--- src/rtl/riscv_pkg.sv ---
// Types and sizing shared by the instruction-memory path of the core.
// The loader FSM encoding lives here so the core and loader agree on it.
package riscv_pkg;

   localparam int IMEM_ADDR_W = 6;
   localparam int IMEM_DEPTH  = 64;
   localparam int LOAD_LEN_W  = 7;

   typedef enum logic [1:0] {
      IDLE,
      LOAD,
      WRITE,
      DONE
   } loader_state_t;

endpackage

--- src/rtl/imem_loader_if.sv ---
// Host-byte, CPU-fetch and instruction-memory signals of the loader.
// The master side is the host/CPU/memory; the slave side is the loader.
interface imem_loader_if #(
   parameter int IMEM_ADDR_W = riscv_pkg::IMEM_ADDR_W
);

   logic                              start;
   logic [riscv_pkg::LOAD_LEN_W-1:0]  load_len;
   logic                              byte_valid;
   logic [7:0]                        byte_data;
   logic                              byte_ready;
   logic [7:0]                        cpu_pc;
   logic [IMEM_ADDR_W-1:0]            mem_raddr;
   logic                              mem_we;
   logic [IMEM_ADDR_W-1:0]            mem_waddr;
   logic [31:0]                       mem_wdata;
   logic                              cpu_stall;
   logic                              busy;
   logic                              done;
   logic                              fetch_fault;

   modport master (
      output start, load_len, byte_valid, byte_data, cpu_pc,
      input  byte_ready, mem_raddr, mem_we, mem_waddr, mem_wdata,
             cpu_stall, busy, done, fetch_fault
   );

   modport slave (
      input  start, load_len, byte_valid, byte_data, cpu_pc,
      output byte_ready, mem_raddr, mem_we, mem_waddr, mem_wdata,
             cpu_stall, busy, done, fetch_fault
   );

endinterface

--- src/rtl/byte_packer.sv ---
// Assembles four accepted host bytes into one little-endian 32-bit word.
// word_last flags the accept that completes a word so the FSM can write it.
module byte_packer (
   input  logic        clk,
   input  logic        rst_n,
   input  logic        accept,
   input  logic [7:0]  byte_data,
   output logic [31:0] word,
   output logic        word_last
);

   logic [1:0] count;

   assign word_last = accept && (count == 2'd3);

   // Idle cycles between accepts leave count and the partial word untouched.
   always_ff @(posedge clk or negedge rst_n) begin
      if (!rst_n) begin
         count <= 2'd0;
         word  <= 32'd0;
      end else if (accept) begin
         word[{count, 3'b000} +: 8] <= byte_data;
         count                      <= count + 2'd1;
      end
   end

endmodule

--- src/rtl/imem_loader.sv ---
// Streams host bytes into instruction memory while holding the CPU stalled,
// and arbitrates the memory read port between the loader and CPU fetch.
module imem_loader #(
   parameter int IMEM_ADDR_W = riscv_pkg::IMEM_ADDR_W,
   parameter int IMEM_DEPTH  = riscv_pkg::IMEM_DEPTH
) (
   input  logic          clk,
   input  logic          rst_n,
   imem_loader_if.slave  bus
);

   import riscv_pkg::*;

   localparam logic [LOAD_LEN_W-1:0] DEPTH_LEN = LOAD_LEN_W'(IMEM_DEPTH);
   localparam logic [8:0]            DEPTH_PC  = 9'(IMEM_DEPTH);

   loader_state_t         state;
   logic [LOAD_LEN_W-1:0] word_idx;
   logic [LOAD_LEN_W-1:0] len_q;
   logic                  byte_ready_q;
   logic                  mem_we_q;
   logic                  busy_q;
   logic                  done_q;
   logic                  accept;
   logic                  word_last;
   logic [31:0]           packed_word;

   assign accept = bus.byte_valid && byte_ready_q;

   byte_packer u_packer (
      .clk       (clk),
      .rst_n     (rst_n),
      .accept    (accept),
      .byte_data (bus.byte_data),
      .word      (packed_word),
      .word_last (word_last)
   );

   // Outputs are registered alongside the state so each one is glitch-free.
   always_ff @(posedge clk or negedge rst_n) begin
      if (!rst_n) begin
         state        <= IDLE;
         word_idx     <= '0;
         len_q        <= '0;
         byte_ready_q <= 1'b0;
         mem_we_q     <= 1'b0;
         busy_q       <= 1'b0;
         done_q       <= 1'b0;
      end else begin
         mem_we_q <= 1'b0;
         done_q   <= 1'b0;
         case (state)
            IDLE: begin
               if (bus.start) begin
                  word_idx <= '0;
                  len_q    <= (bus.load_len > DEPTH_LEN) ? DEPTH_LEN : bus.load_len;
                  busy_q   <= 1'b1;
                  if (bus.load_len == '0) begin
                     state  <= DONE;
                     done_q <= 1'b1;
                  end else begin
                     state        <= LOAD;
                     byte_ready_q <= 1'b1;
                  end
               end
            end
            LOAD: begin
               if (word_last) begin
                  state        <= WRITE;
                  byte_ready_q <= 1'b0;
                  mem_we_q     <= 1'b1;
               end
            end
            WRITE: begin
               word_idx <= word_idx + LOAD_LEN_W'(1);
               if (word_idx + LOAD_LEN_W'(1) == len_q) begin
                  state  <= DONE;
                  done_q <= 1'b1;
               end else begin
                  state        <= LOAD;
                  byte_ready_q <= 1'b1;
               end
            end
            DONE: begin
               state  <= IDLE;
               busy_q <= 1'b0;
            end
            default: state <= IDLE;
         endcase
      end
   end

   assign bus.byte_ready = byte_ready_q;
   assign bus.mem_we     = mem_we_q;
   assign bus.mem_waddr  = word_idx[IMEM_ADDR_W-1:0];
   assign bus.mem_wdata  = packed_word;
   assign bus.busy       = busy_q;
   assign bus.cpu_stall  = busy_q;
   assign bus.done       = done_q;
   assign bus.mem_raddr  = busy_q ? word_idx[IMEM_ADDR_W-1:0] : bus.cpu_pc[IMEM_ADDR_W-1:0];

   // Gated by rst_n so every output except the read address is low in reset.
   assign bus.fetch_fault = rst_n && !busy_q && ({1'b0, bus.cpu_pc} >= DEPTH_PC);

endmodule

--- src/flat_wrapper.sv ---
// flat-port wrapper written by rule: the top's interface ports become plain ports
module imem_loader_flat import riscv_pkg::*;
#(
   parameter int IMEM_ADDR_W = riscv_pkg::IMEM_ADDR_W,
   parameter int IMEM_DEPTH  = riscv_pkg::IMEM_DEPTH
)
  (clk, rst_n, bus_start, bus_load_len, bus_byte_valid, bus_byte_data, bus_cpu_pc, bus_byte_ready, bus_mem_raddr, bus_mem_we, bus_mem_waddr, bus_mem_wdata, bus_cpu_stall, bus_busy, bus_done, bus_fetch_fault);
  imem_loader_if #(.IMEM_ADDR_W(IMEM_ADDR_W)) bus_i ();
  input  logic clk;
  input  logic rst_n;
  input wire logic [$bits(bus_i.start)-1:0] bus_start;
  input wire logic [$bits(bus_i.load_len)-1:0] bus_load_len;
  input wire logic [$bits(bus_i.byte_valid)-1:0] bus_byte_valid;
  input wire logic [$bits(bus_i.byte_data)-1:0] bus_byte_data;
  input wire logic [$bits(bus_i.cpu_pc)-1:0] bus_cpu_pc;
  output wire logic [$bits(bus_i.byte_ready)-1:0] bus_byte_ready;
  output wire logic [$bits(bus_i.mem_raddr)-1:0] bus_mem_raddr;
  output wire logic [$bits(bus_i.mem_we)-1:0] bus_mem_we;
  output wire logic [$bits(bus_i.mem_waddr)-1:0] bus_mem_waddr;
  output wire logic [$bits(bus_i.mem_wdata)-1:0] bus_mem_wdata;
  output wire logic [$bits(bus_i.cpu_stall)-1:0] bus_cpu_stall;
  output wire logic [$bits(bus_i.busy)-1:0] bus_busy;
  output wire logic [$bits(bus_i.done)-1:0] bus_done;
  output wire logic [$bits(bus_i.fetch_fault)-1:0] bus_fetch_fault;
  assign bus_i.start = bus_start;
  assign bus_i.load_len = bus_load_len;
  assign bus_i.byte_valid = bus_byte_valid;
  assign bus_i.byte_data = bus_byte_data;
  assign bus_i.cpu_pc = bus_cpu_pc;
  assign bus_byte_ready = bus_i.byte_ready;
  assign bus_mem_raddr = bus_i.mem_raddr;
  assign bus_mem_we = bus_i.mem_we;
  assign bus_mem_waddr = bus_i.mem_waddr;
  assign bus_mem_wdata = bus_i.mem_wdata;
  assign bus_cpu_stall = bus_i.cpu_stall;
  assign bus_busy = bus_i.busy;
  assign bus_done = bus_i.done;
  assign bus_fetch_fault = bus_i.fetch_fault;
  imem_loader #(.IMEM_ADDR_W(IMEM_ADDR_W), .IMEM_DEPTH(IMEM_DEPTH)) u_core (.clk(clk), .rst_n(rst_n), .bus(bus_i));
endmodule
--- config.mk ---
export PLATFORM = sky130hd
export DESIGN_NAME = imem_loader_flat
export DESIGN_NICKNAME = d
export VERILOG_FILES = /design/src/rtl/riscv_pkg.sv /design/src/rtl/imem_loader_if.sv /design/src/rtl/byte_packer.sv /design/src/rtl/imem_loader.sv /design/src/flat_wrapper.sv
export SDC_FILE = /design/constraint.sdc
export NUM_CORES = 1
export LEC_CHECK = 0
export CORE_MARGIN = 5
export CORE_UTILIZATION = 25
export CTS_CLUSTER_DIAMETER = 200
export CTS_CLUSTER_SIZE = 24
export DETAILED_ROUTE_END_ITERATION = 10
export GPL_ROUTABILITY_DRIVEN = 0
export MAX_ROUTING_LAYER = met4
export PLACE_DENSITY = 0.49
export SLEW_MARGIN = 10
export SYNTH_ARGS = -nofsm -noshare
export SYNTH_HDL_FRONTEND = slang
export SYNTH_HIERARCHICAL = 1
export SYNTH_SLANG_ARGS = --single-unit
--- constraint.sdc ---
create_clock -name clk -period 3 [get_ports clk]
set_input_delay 0.3 -clock clk [delete_from_list [all_inputs] [get_ports clk]]
set_output_delay 0.3 -clock clk [all_outputs]
set_load 0.01 [all_outputs]
==> summary by stage <==
Route
The initial DRC count is 80. The number of routed nets with antenna violations is 0. The total via count in the routed design is 2124.

The detail-routed net length per standard cell is 15.96 microns. The via-per-instance ratio is 4.720. For this run, design rule violations remaining after detail routing come to 0. The number of iterations in the first detailed-routing pass is 4. The final layout contains routed wiring with a total length of 7.180 mm.

Power
In this run the power density over the cells is 845.4 mW/mm^2. The maximum ir drop on the vdd rail is 0.3249 mV. The total leakage power is 1.447 nW.

Global routing
Entering global routing, the biggest net connects 55 pins. The number of global-route vias before repair is 2169. The total congestion overflow is 0. The initial antenna violation count was 0. The wire length of the first global-routing pass is 11.63 mm. In the global route stage, overall resource usage came out at 11.45%.

Clocking
The clock passes through at most 2 buffers. The number of gates given a new drive strength after cts is 0. The number of sinks handled by clock tree synthesis is 54. CTS built an H-tree with a depth of 2. Clock-pin slew was measured on the worst setup and hold paths at 110 ps. The number of buffers added to fix hold violations after cts is 0. In this run the post-CTS setup repair buffer count came out at 0. The latest clock arrival within the worst-skew pair is 310 ps. The number of buffers created by CTS is 5. The clock tree root driver cell is clkbuf_8. The CTS tree is yes.

Layout
The layout has 1098 filler cells. The area occupied by multi-input gates is 0.001189 sq mm. The sequential standard cell area is 0.001351 sq mm. The repair_antennas step left the layout with diodes totalling 0. Cells with a size suffix above 1 make up 8.599% of the layout.

With fillers left out, the area of the finished cells amounts to 0.003596 sq mm. The post-synthesis to final-layout area growth is 33.55%. At the end of the flow, the number of nets in the layout was 346.

Synth
The top-area cell type share of the netlist area is 50.19%. For this run, the leading register cell type out of synthesis is dfrtp_1. The netlist uses 41 different library cells. The count of warnings emitted by yosys is 6. By area the synthesized netlist is led by dfrtp_1 (50%), o2bb2ai_1 (11%), nand3_1 (6.1%). The synthesized design contains 0 enable-type register cells. After synthesis, flip-flops and latches occupy 50.19% of the total area. After synthesis the cells add up to 0.002693 sq mm. The share of flip-flops with an asynchronous set or reset is 100.0%. The synthesized area divided by synthesized cell count is 10.68 sq um. Counting every instance in the synthesized netlist gives 252. The post-synth net total is 285.

The largest area contributor in the synthesized netlist is dfrtp_1. After synthesis the netlist holds a flip-flop and latch count of 54.

Setup path
Measured in cells, the most critical reg-to-reg path has a length of 4. The worst setup path is captured at an output port. At the worst endpoint, the required time is 2700 ps.

STA classifies the critical path startpoint as a flip-flop. Along the worst path, the maximum fanout reaches 11. Setup slack on the worst reg-to-reg path comes out at 1090 ps.

The data arrival time of the critical path is 1810 ps. The setup path with the least slack is of type reg2out.

Floorplanning
Once the floorplan was initialized, standard cells occupied 25.85% of the core. The vertical die dimension is 113.8 microns. The width of the die is 113.8 microns. The core box area is 0.01042 sq mm. The total number of placement rows is 37. The count of pins on the block boundary is 77. The floorplan step defined a die boundary enclosing 0.01295 sq mm.

Status
The flow ran to the end, and the final reports show no timing, DRC or antenna violations.

STA
Setup repair after global routing left no endpoint under its margin. After layout, the worst path uses 70.50% of the clock period. The smallest clock period supported by the final layout is computed as 2115 ps. The number of failing hold endpoints at the final stage is 0.

The worst path meets setup with 885.1 ps of slack. At the pin with the least slew margin, the transition time is 691.3 ps. Headroom to the max-slew limit came out at 53.92%.

Static timing analysis puts the maximum clock frequency at 472.8 MHz. Clock skew on the completed layout was measured at 13.47 ps. The number of slew-limit violations in the final report is 0. Setup violations remaining at the end of the flow were counted as 0. The final sum of negative setup slack is 0 ps.

Placement
Detailed placement ended at an HPWL of 5.316 mm. The cell area after placement is 0.003503 sq mm. The number of buffers inserted by port buffering is 76.

The worst-case setup slack after placement is 1087 ps.

Flow run
Across the run, the number of max-cap violations was 0.

Worst hold path
The min-delay analysis places its worst path in the category in2async.
## cell families after synthesis
family	after synthesis	synth area share, %
and+or+nand+nor	81	15.66
buffers and inverters	30	5.669
adders and majority gates	6	2.788
xor gates and xnor gates	10	3.253
DFF	54	50.19
AOI/OAI and AO/OA	60	17.84
muxes	11	4.600
## worst paths after layout
kind	startpoint	to
max	u_core/bus.busy	bus_mem_raddr[4]
min	rst_n	u_core/u_packer/word[20]
max reg2reg	u_core/u_packer/count[0]	u_core/u_packer/word[18]
min reg2reg	u_core/u_packer/word[23]	u_core/u_packer/word[23]
max in group asynchronous	rst_n	u_core/word_idx[0]
min in group clk	u_core/u_packer/word[23]	u_core/u_packer/word[23]
## critical path: stages, from the launching register on
cell and delay [ps]:
dfrtp_1 640, mux2_2 390, clkdlybuf4s50_1 490
## placed cells by master, fill, tap and decap left out, types with 2 or more instances in the layout
cell / synthesis / routed
nor2b_1: 2 / 2
a22o_1: 5 / 5
ha_1: 6 / 6
nand2_1: 16 / 16
buf_4: 8 / 2
nor2_1: 9 / 9
xor2_1: 6 / 6
a21oi_1: 2 / 2
xnor2_1: 4 / 4
clkbuf_8: 0 / 5
clkdlybuf4s50_1: 0 / 75
mux2_2: 11 / 11
o21ai_1: 2 / 2
clkinvlp_4: 0 / 2
o31ai_1: 2 / 2
nor3_1: 2 / 2
o32a_1: 2 / 2
nand3_1: 33 / 33
o2bb2ai_1: 33 / 33
dfrtp_1: 54 / 54
nand2b_1: 8 / 8
o21ai_0: 8 / 8
inv_1: 6 / 6
## area by class of cell
type	count	share of cell area, %
multi-input cells	168	33.05
clock buffers	5	1.914
repair buffers	78	21.43
clock inverters	3	0.6611
flip-flops and latches	54	37.58
well taps	136	4.732
inverters	6	0.6263
## cells in the mapped netlist (all sizes together), types with 4 or more instances
library cell and instances:
nand3 34, xnor2 4, ha 6, o21ai 10
clkbuf 12, mux2 11, nand2b 8, buf 12
nand2 16, dfrtp 54, o2bb2ai 33, a22o 5
nor2 10, xor2 6, inv 6
## state kept, by name (all words and copies together), names as in the netlist
name	flops
u_core/bus.mem_we	1
u_core/u_packer/word	32
u_core/word_idx	7
u_core/bus.done	1
u_core/len_q	7
u_core/bus.busy	1
u_core/u_packer/count	2
u_core/bus.byte_ready	1
u_core/state	2
## power by group
group          total [mW]  leakage, nW  internal (mW)  switching (mW)
logic                1.40        0.685          0.733           0.664
clock network       0.421       0.0408          0.168           0.254
registers            1.22        0.721          0.968           0.254
## metrics by stage
| stage | instances | hold WS (ps) | util (%) | power, mW |
|---|---|---|---|---|
| 5_1_grt | 450 | 220.2 | 34.52 | 3.279 |
| 4_1_cts | 450 | 192.5 | 34.52 | 3.090 |
| 3_3_place_gp | 442 | 471.0 | 33.63 | 2.654 |
| 2_1_floorplan | 252 | 4.409 | - | 2.012 |
| 6_report | 450 | 152.0 | 34.52 | 3.040 |
| 3_5_place_dp | 442 | 474.0 | 33.63 | 2.655 |
## per-layer routing
| layer | global-route usage [%] | part of all wire [%] | vias to the layer above | wire [microns] |
|---|---|---|---|---|
| met4 | 1.663 | 0.45 | 0 | 32 |
| met5 | - | 0 | - | 0 |
| met2 | 18.45 | 47 | 62 | 3400 |
| li1 | - | - | 1031 | - |
| met1 | 15.31 | 47 | 1026 | 3402 |
| met3 | 2.334 | 4.8 | 5 | 344 |
(Power assumes the default switching activity.)
